## config.mk

```make
export PLATFORM = sky130hd
export DESIGN_NAME = id_stage
export DESIGN_NICKNAME = d
export VERILOG_FILES = /design/src/rtl/datapath_pkg.sv /design/src/rtl/id_bypass.sv /design/src/rtl/id_stage.sv
export SDC_FILE = /design/constraint.sdc
export NUM_CORES = 1
export LEC_CHECK = 0
export ABC_AREA = 0
export ABC_CLOCK_PERIOD_IN_PS = 6400
export CORE_AREA = 2 2 160 84
export CTS_BUF_LIST = sky130_fd_sc_hd__clkbuf_16
export CTS_CLUSTER_SIZE = 20
export DETAILED_ROUTE_END_ITERATION = 8
export DIE_AREA = 0 0 162 86
export GPL_TIMING_DRIVEN = 0
export PLACE_DENSITY = 0.83
export SETUP_SLACK_MARGIN = 0.3
export SYNTH_ARGS = -nofsm -noshare
export SYNTH_HDL_FRONTEND = slang
export SYNTH_HIERARCHICAL = 1
export SYNTH_SLANG_ARGS = --single-unit
```

## constraint.sdc

```tcl
create_clock -name Clk -period 6.4 [get_ports Clk]
set_clock_uncertainty 0.1 [all_clocks]
set_input_delay 1.92 -clock Clk [delete_from_list [all_inputs] [get_ports Clk]]
set_output_delay 1.92 -clock Clk [all_outputs]
set_load 0.01 [all_outputs]
```

## src/rtl/datapath_pkg.sv

```systemverilog
// ============================================================================
// Module : datapath_pkg
// Brief  : Shared opcodes, field positions and widths for the 32-bit datapath.
// Rev    : 1.0
// ============================================================================
`default_nettype none

package datapath_pkg;

  localparam int DATA_W = 32;
  localparam int ADDR_W = 5;
  localparam int OP_W   = 6;
  localparam int IMM_W  = 16;

  localparam int OPC_HI = 31;
  localparam int OPC_LO = 26;
  localparam int RS_HI  = 25;
  localparam int RS_LO  = 21;
  localparam int RT_HI  = 20;
  localparam int RT_LO  = 16;
  localparam int RD_HI  = 15;
  localparam int RD_LO  = 11;
  localparam int IMM_HI = 15;
  localparam int IMM_LO = 0;

  localparam logic [OP_W-1:0] LOAD_OP  = 6'b100011;
  localparam logic [OP_W-1:0] STORE_OP = 6'b101011;
  localparam logic [OP_W-1:0] BEQ_OP   = 6'b000100;
  localparam logic [OP_W-1:0] RTYPE_OP = 6'b000000;

  function automatic logic uses_rt(input logic [OP_W-1:0] op);
    return (op == RTYPE_OP) || (op == STORE_OP) || (op == BEQ_OP);
  endfunction

  // Stores and branches write nothing, so they report r0 as destination.
  function automatic logic [ADDR_W-1:0] dest_of(input logic [OP_W-1:0]   op,
                                                input logic [ADDR_W-1:0] rt,
                                                input logic [ADDR_W-1:0] rd);
    if (op == RTYPE_OP)
      return rd;
    else if ((op == STORE_OP) || (op == BEQ_OP))
      return '0;
    else
      return rt;
  endfunction

endpackage

`default_nettype wire

```

## src/rtl/id_bypass.sv

```systemverilog
// ============================================================================
// Module : id_bypass
// Brief  : One register-read port with write-back bypass and hard-wired r0.
// Rev    : 1.0
// ============================================================================
`default_nettype none

module id_bypass
  import datapath_pkg::*;
(
  input  logic [ADDR_W-1:0] rd_addr_i,
  input  logic [DATA_W-1:0] rf_data_i,
  input  logic [ADDR_W-1:0] wb_awr_i,
  input  logic [DATA_W-1:0] wb_din_i,
  input  logic              wb_wr_en_i,
  output logic [DATA_W-1:0] val_o
);

  always_comb begin
    val_o = rf_data_i;
    if (rd_addr_i == '0)
      val_o = '0;
    else if (wb_wr_en_i && (wb_awr_i == rd_addr_i))
      val_o = wb_din_i;
  end

endmodule

`default_nettype wire

```

## src/rtl/id_stage.sv

```systemverilog
// ============================================================================
// Module : id_stage
// Brief  : Decode stage: regfile read, WB bypass, load-use stall, ID/EX reg.
// Rev    : 1.0
// ============================================================================
`default_nettype none

module id_stage
  import datapath_pkg::*;
(
  input  logic              Clk,
  input  logic              Reset,
  input  logic [31:0]       Instr,
  input  logic              InstrValid,
  output logic              InstrReady,
  output logic [4:0]        Ard1,
  output logic [4:0]        Ard2,
  input  logic [31:0]       Dout1,
  input  logic [31:0]       Dout2,
  input  logic [4:0]        WbAwr,
  input  logic [31:0]       WbDin,
  input  logic              WbWrEn,
  input  logic              Flush,
  input  logic              ExReady,
  output logic              ExValid,
  output logic [5:0]        ExOp,
  output logic [31:0]       ExRsVal,
  output logic [31:0]       ExRtVal,
  output logic [31:0]       ExImm,
  output logic [4:0]        ExAwr,
  output logic              ExIsLoad
);

  logic [OP_W-1:0]   w_opcode;
  logic [ADDR_W-1:0] w_rs;
  logic [ADDR_W-1:0] w_rt;
  logic [ADDR_W-1:0] w_rd;
  logic [IMM_W-1:0]  w_imm;
  logic [DATA_W-1:0] w_rs_val;
  logic [DATA_W-1:0] w_rt_val;
  logic              w_hazard;
  logic              w_accept;

  logic              valid_q,   valid_d;
  logic [OP_W-1:0]   op_q,      op_d;
  logic [DATA_W-1:0] rs_val_q,  rs_val_d;
  logic [DATA_W-1:0] rt_val_q,  rt_val_d;
  logic [DATA_W-1:0] imm_q,     imm_d;
  logic [ADDR_W-1:0] awr_q,     awr_d;
  logic              is_load_q, is_load_d;

  assign w_opcode = Instr[OPC_HI:OPC_LO];
  assign w_rs     = Instr[RS_HI:RS_LO];
  assign w_rt     = Instr[RT_HI:RT_LO];
  assign w_rd     = Instr[RD_HI:RD_LO];
  assign w_imm    = Instr[IMM_HI:IMM_LO];

  assign Ard1 = w_rs;
  assign Ard2 = w_rt;

  id_bypass u_bypass_rs (
    .rd_addr_i  (w_rs),
    .rf_data_i  (Dout1),
    .wb_awr_i   (WbAwr),
    .wb_din_i   (WbDin),
    .wb_wr_en_i (WbWrEn),
    .val_o      (w_rs_val)
  );

  id_bypass u_bypass_rt (
    .rd_addr_i  (w_rt),
    .rf_data_i  (Dout2),
    .wb_awr_i   (WbAwr),
    .wb_din_i   (WbDin),
    .wb_wr_en_i (WbWrEn),
    .val_o      (w_rt_val)
  );

  // A load in EX cannot forward yet, so a dependent consumer waits one cycle.
  assign w_hazard = valid_q && is_load_q && (awr_q != '0) &&
                    ((awr_q == w_rs) || (uses_rt(w_opcode) && (awr_q == w_rt)));

  assign InstrReady = !Flush && !w_hazard && (!valid_q || ExReady);
  assign w_accept   = InstrValid && InstrReady;

  always_comb begin
    valid_d   = valid_q;
    op_d      = op_q;
    rs_val_d  = rs_val_q;
    rt_val_d  = rt_val_q;
    imm_d     = imm_q;
    awr_d     = awr_q;
    is_load_d = is_load_q;
    if (Flush) begin
      valid_d = 1'b0;
    end else if (w_accept) begin
      valid_d   = 1'b1;
      op_d      = w_opcode;
      rs_val_d  = w_rs_val;
      rt_val_d  = w_rt_val;
      imm_d     = {{(DATA_W-IMM_W){w_imm[IMM_W-1]}}, w_imm};
      awr_d     = dest_of(w_opcode, w_rt, w_rd);
      is_load_d = (w_opcode == LOAD_OP);
    end else if (valid_q && ExReady) begin
      valid_d = 1'b0;
    end
  end

  always_ff @(posedge Clk or posedge Reset) begin
    if (Reset) begin
      valid_q   <= 1'b0;
      op_q      <= '0;
      rs_val_q  <= '0;
      rt_val_q  <= '0;
      imm_q     <= '0;
      awr_q     <= '0;
      is_load_q <= 1'b0;
    end else begin
      valid_q   <= valid_d;
      op_q      <= op_d;
      rs_val_q  <= rs_val_d;
      rt_val_q  <= rt_val_d;
      imm_q     <= imm_d;
      awr_q     <= awr_d;
      is_load_q <= is_load_d;
    end
  end

  assign ExValid  = valid_q;
  assign ExOp     = op_q;
  assign ExRsVal  = rs_val_q;
  assign ExRtVal  = rt_val_q;
  assign ExImm    = imm_q;
  assign ExAwr    = awr_q;
  assign ExIsLoad = is_load_q;

endmodule

`default_nettype wire
```

# Word-level counts from Yosys, hierarchy flattened
# Cells that the tools add are included.
[totals]
reg_bits = 93
inputBits = 139
out_inout_bits = 120
elab_cells = 48
[classes]
eq_ne = 7
mux = 9
bitwise = 1
reduce_logical = 24
[ops]
columns = ["op", "n"]
rows = [
  ["32-bit two-way mux", 4],
  ["5-bit equality test", 4],
  ["6-bit equality test, second input constant", 2],
  ["1-bit logical AND", 10],
  ["5-bit zero test", 2],
  ["5-bit two-way mux", 2],
  ["6-bit by 3-bit equality test with 1-bit output, second input constant", 1],
  ["6-bit zero test", 1],
  ["1-bit logical OR", 5],
  ["5-bit nonzero test", 1],
  ["1-bit zero test", 3],
  ["1-bit two-way mux", 3],
  ["3-bit nonzero test", 1],
  ["2-bit AND reduction", 1],
  ["1-bit inverter", 1],
]

# Longest topological paths before layout
[depth]
depth_word = 12
mapped_depth = 7
depth_no_buf = 5

# Hierarchy
# Netlist, hierarchy kept.
[modules_own_cells]
columns = ["module", "instances", "cells_per_inst", "area_per_inst_um2", "seq_area_each_um2"]
rows = [
  ["id_stage", 1, 260, 3947.5, 2327.2],
  ["id_bypass", 2, 123, 645.6, 0.0],
]

# Least setup slack after synthesis
# No wires, ideal clock.
[synth_path]
kind = "in2out"
startpoint = "input port Instr[26]"
endpoint = "output port InstrReady"
t_arrival_ns = 2.982
required_ns = 4.380
path_slack_ns = 1.398
path_stages = 4
n_path_buf = 0
path_cell_list = "and4b_1 -> a22oi_1 -> nor4_2 -> nor4_1"
[synth_between]
elab_chain_cells = 9
word_cells_on_any_way = 11
cone_classes = "eq/ne (2); reduce/logical (9)"
[synth_rtl]
columns = ["element", "line", "rtl"]
rows = [
  ["from (decl)", "id_stage.sv:13", "input logic [31:0] Instr,"],
  ["6-bit equality test / 6-bit zero test (equally long branches)", "datapath_pkg.sv:32", "return (op == RTYPE_OP) || (op == STORE_OP) || (op == BEQ_OP);"],
  ["1-bit logical OR", "datapath_pkg.sv:32", ""],
  ["1-bit logical OR *", "datapath_pkg.sv:32", ""],
  ["1-bit logical AND *", "id_stage.sv:81", "((awr_q == w_rs) || (uses_rt(w_opcode) && (awr_q == w_rt)));"],
  ["1-bit logical OR *", "id_stage.sv:81", ""],
  ["1-bit logical AND *", "id_stage.sv:80", "assign w_hazard = valid_q && is_load_q && (awr_q != '0) &&"],
  ["1-bit zero test *", "id_stage.sv:83", "assign InstrReady = !Flush && !w_hazard && (!valid_q || ExReady);"],
  ["1-bit logical AND * (2 in a row)", "id_stage.sv:83", ""],
  ["to (decl)", "id_stage.sv:15", "output logic InstrReady,"],
]
# Mark *: on every way between the ends. The rest lies on a longest branch, timed or not.

# Worst setup path in the final report
[layout_path]
startpoint = "input port Instr[28]"
endpoint = "output port InstrReady"
# The elaborated chain is that of the path after synthesis.

==> results.json <==
{
  "status": "completed",
  "arrival_ns": 3.93,
  "cts_hold_buf": 0,
  "dp_slack_ns": 0.229,
  "internal_power_mw": 1.38,
  "avgSynthCellArea_um2": 10.4,
  "p_switching_mw": 0.563,
  "netSwitchingFraction_pct": 29.0,
  "grt_usage_pct": 25.9,
  "critical_path_peak_fanout": 5,
  "met2_usage_pct": 41.8,
  "grt_use_met1_pct": 34.3,
  "final_cells": 950,
  "path_common_cell": "clkdlybuf4s50_1",
  "start_util_pct": 42.2,
  "yosys.area.top_type": "dfrtp_1",
  "num_antenna_cells": 0,
  "clkLatencyLatePin_ns": 0.33,
  "clkPwrFrac_pct": 24.6,
  "slew_viol_final": 0,
  "placedCellCount": 935,
  "h-tree-depth": 3,
  "syn_to_final_growth_pct": 59.2,
  "r2r-end": "ExImm[7]",
  "antenna_left": 0,
  "dpl.hpwl_um": 13900,
  "gp_congestion": 0.916,
  "synth-edff-count": 0,
  "io_pins": 259,
  "cts_buffers": 9,
  "totalWireLength_um": 17900,
  "synth_nets": 645,
  "hold_path_class": "reg2reg",
  "fin_nets": 916,
  "path_clk_slew_ns": 0.07,
  "end_kind": "output pin",
  "fill_cells": 981,
  "drtIter0Drc": 314,
  "wl_per_cell_um": 18.9,
  "rows": 29,
  "critical_path.slowest_cell": "clkdlybuf4s50_1",
  "reg2reg_slack_ns": 3.85,
  "multi_input_area_um2": 2460,
  "cp_slowest_stage_delay_ns": 0.59,
  "power_frac_comb_pct": 35.7,
  "synthTopCellsByArea": "dfrtp_1 44%, mux2_1 17%, nand4_1 7.6%",
  "antenna_found_initial": 0,
  "setup_tns_ns": 0,
  "placed_cell_area_um2": 8060,
  "final_layout_size_suffix_gt1_share_pct": 10.4,
  "ys_top_cells_by_count": "93 x dfrtp_1, 81 x mux2_1, 69 x nand2_1, 64 x nand4_1, 44 x o21ai_0",
  "crit_family": "buffers and inverters",
  "slew_headroom_pct": 60.8,
  "power_density_nw_per_um2": 233,
  "setup_violations": 0,
  "r2r-start": "ExAwr[1]",
  "cts_tree": "built",
  "grt_busiest_layer": "met2",
  "crit_type": "in2out",
  "die-area_um2": 13900,
  "critical_path_buf_inv_count": 2,
  "grt_max_degree": 72,
  "ys_ff_latch": 93,
  "drcViolationCount": 0,
  "grt_pass1_vias": 5186,
  "max_freq_mhz": 168,
  "ys_seq_area_share_pct": 44.4,
  "num_vias": 5042,
  "core-area_um2": 12400,
  "netlist_instances": 506,
  "holdPathStages": 1,
  "netlist_area_um2": 5240,
  "min_from": "ExRtVal[28]",
  "fin_area_um2": 8340,
  "grt_overflow_total": 0,
  "crit_required_ns": 4.38,
  "cp-start-kind": "input port",
  "r2r_cells": 7,
  "grt_setup_unrepaired": "no",
  "yosys.area.top_type_share_pct": 44.4,
  "fin_crit_sh_pct": 92.9,
  "yosys_warnings": 6,
  "synth_cell_type_count": 30,
  "cts_buffer_depth": 2,
  "cp_cell_sequence": "clkdlybuf4s50_1 > and4b_1 > a22oi_2 > nor4_2 > nor4_1 > clkdlybuf4s50_1",
  "viasPerCell": 5.31,
  "regArea_um2": 2330,
  "seq_power_share_pct": 39.7,
  "root_buffer": "clkbuf_16",
  "fin_crit_ns": 5.95,
  "hold_end": "ExRtVal[28]",
  "worst_pin_slew_ns": 0.589,
  "crit_start": "Instr[28]",
  "use_met3_pct": 8.51,
  "dieWidth_um": 162,
  "layout_setup_ws_ns": 0.454,
  "ys.flop_type": "dfrtp_1",
  "cellLeakagePower_nw": 3.41,
  "clock_sinks": 93,
  "async_reset_ff_share_pct": 100,
  "die_h_um": 86,
  "maxCapViolCount": 0,
  "yosysMostFrequentCell": "dfrtp_1",
  "drt_pass1_iterations": 4,
  "grt_pass1_wl_um": 28300,
  "io_buffer_count": 258,
  "vdd_drop_max_mv": 0.134,
  "finalHoldViolations": 0
}
[kinds of logic after synthesis]
logic type      after synthesis  synth area share [%]
xor+xnor                     20                  3.34
compound gates               72                  7.50
flops                        93                  44.4
buf+inv                      71                  8.84
mux                          92                  19.8
simple gates                158                  16.1
[metrics by stage]
step	utilization (%)	hold WS, ns	total power [mW]
final	67.2	0.383	1.94
after global routing	67.2	0.408	2.04
after CTS	67.1	0.389	1.96
after detailed placement	65.0	0.374	1.48
after global placement	64.7	0.366	1.45
after floorplan	-	0.429	1.04
[worst max-delay path by stage]
stage                 end  slack [ns]  cells past startpoint
3_5_place_dp   InstrReady        0.23                      6
3_3_place_gp   InstrReady        0.28                      6
2_1_floorplan  InstrReady        1.40                      4
4_1_cts        InstrReady        0.42                      6
6_report       InstrReady        0.45                      6
5_1_grt        InstrReady        0.34                      6
[registers in the layout, indices dropped and copies added, names as in the netlist]
| signal | flops |
|---|---|
| ExAwr | 5 |
| ExImm | 16 |
| ExIsLoad | 1 |
| ExOp | 6 |
| ExRsVal | 32 |
| ExRtVal | 32 |
| ExValid | 1 |
[cells in the final DEF (no fill, tap or decap), types with 2 or more instances in the layout]
master           Yosys  routed
dfrtp_1             93      93
nor3_1               4       4
a22o_1               6       6
and2_1               4       4
nor4_2               1       2
clkbuf_1            20      20
buf_2                7       7
inv_1                3       3
nor2_1               4       4
clkbuf_16            0       9
clkinvlp_4           0       3
nand2_1             69      69
nor2b_1              2       2
mux2_1              81      81
buf_6                9       9
mux2_2              10      10
nand3_1              2       2
xor2_1              10      10
nand4_1             64      64
o21ai_0             44      44
buf_4               32      33
nor4_4               2       2
o21ai_1             20      20
xnor2_1             10      10
clkdlybuf4s50_1      0     258
[power by group through the flow]
stage	registers, mW	clock network (mW)	logic, mW
6_report	0.772	0.477	0.694
5_1_grt	0.785	0.518	0.740
4_1_cts	0.772	0.492	0.699
3_5_place_dp	0.782	0	0.696
3_3_place_gp	0.772	0	0.680
2_1_floorplan	0.821	0	0.218
[metal layers]
layer | share of wire [%] | vias to the layer above
met5 | 0 | -
met4 | 1.1 | 0
met3 | 9.7 | 16
met2 | 47 | 232
met1 | 43 | 2462
li1 | - | 2332
[final cells by class]
cell class	count	share of cell area [%]
Timing Repair Buffer	260	31.4
Multi-Input combinational cell	342	29.5
Sequential cell	93	27.9
Buffer	68	5.42
Clock buffer	9	2.70
Tap cell	170	2.55
Clock inverter	5	0.375
Inverter	3	0.165
[repair_timing]
action / CTS / global route
buffers inserted: 0 / 1
gates resized for setup: 1 / 1
pin swaps: 0 / 1
endpoints found under the setup margin: 1 / 1
Power figures use the tool's default switching activity.
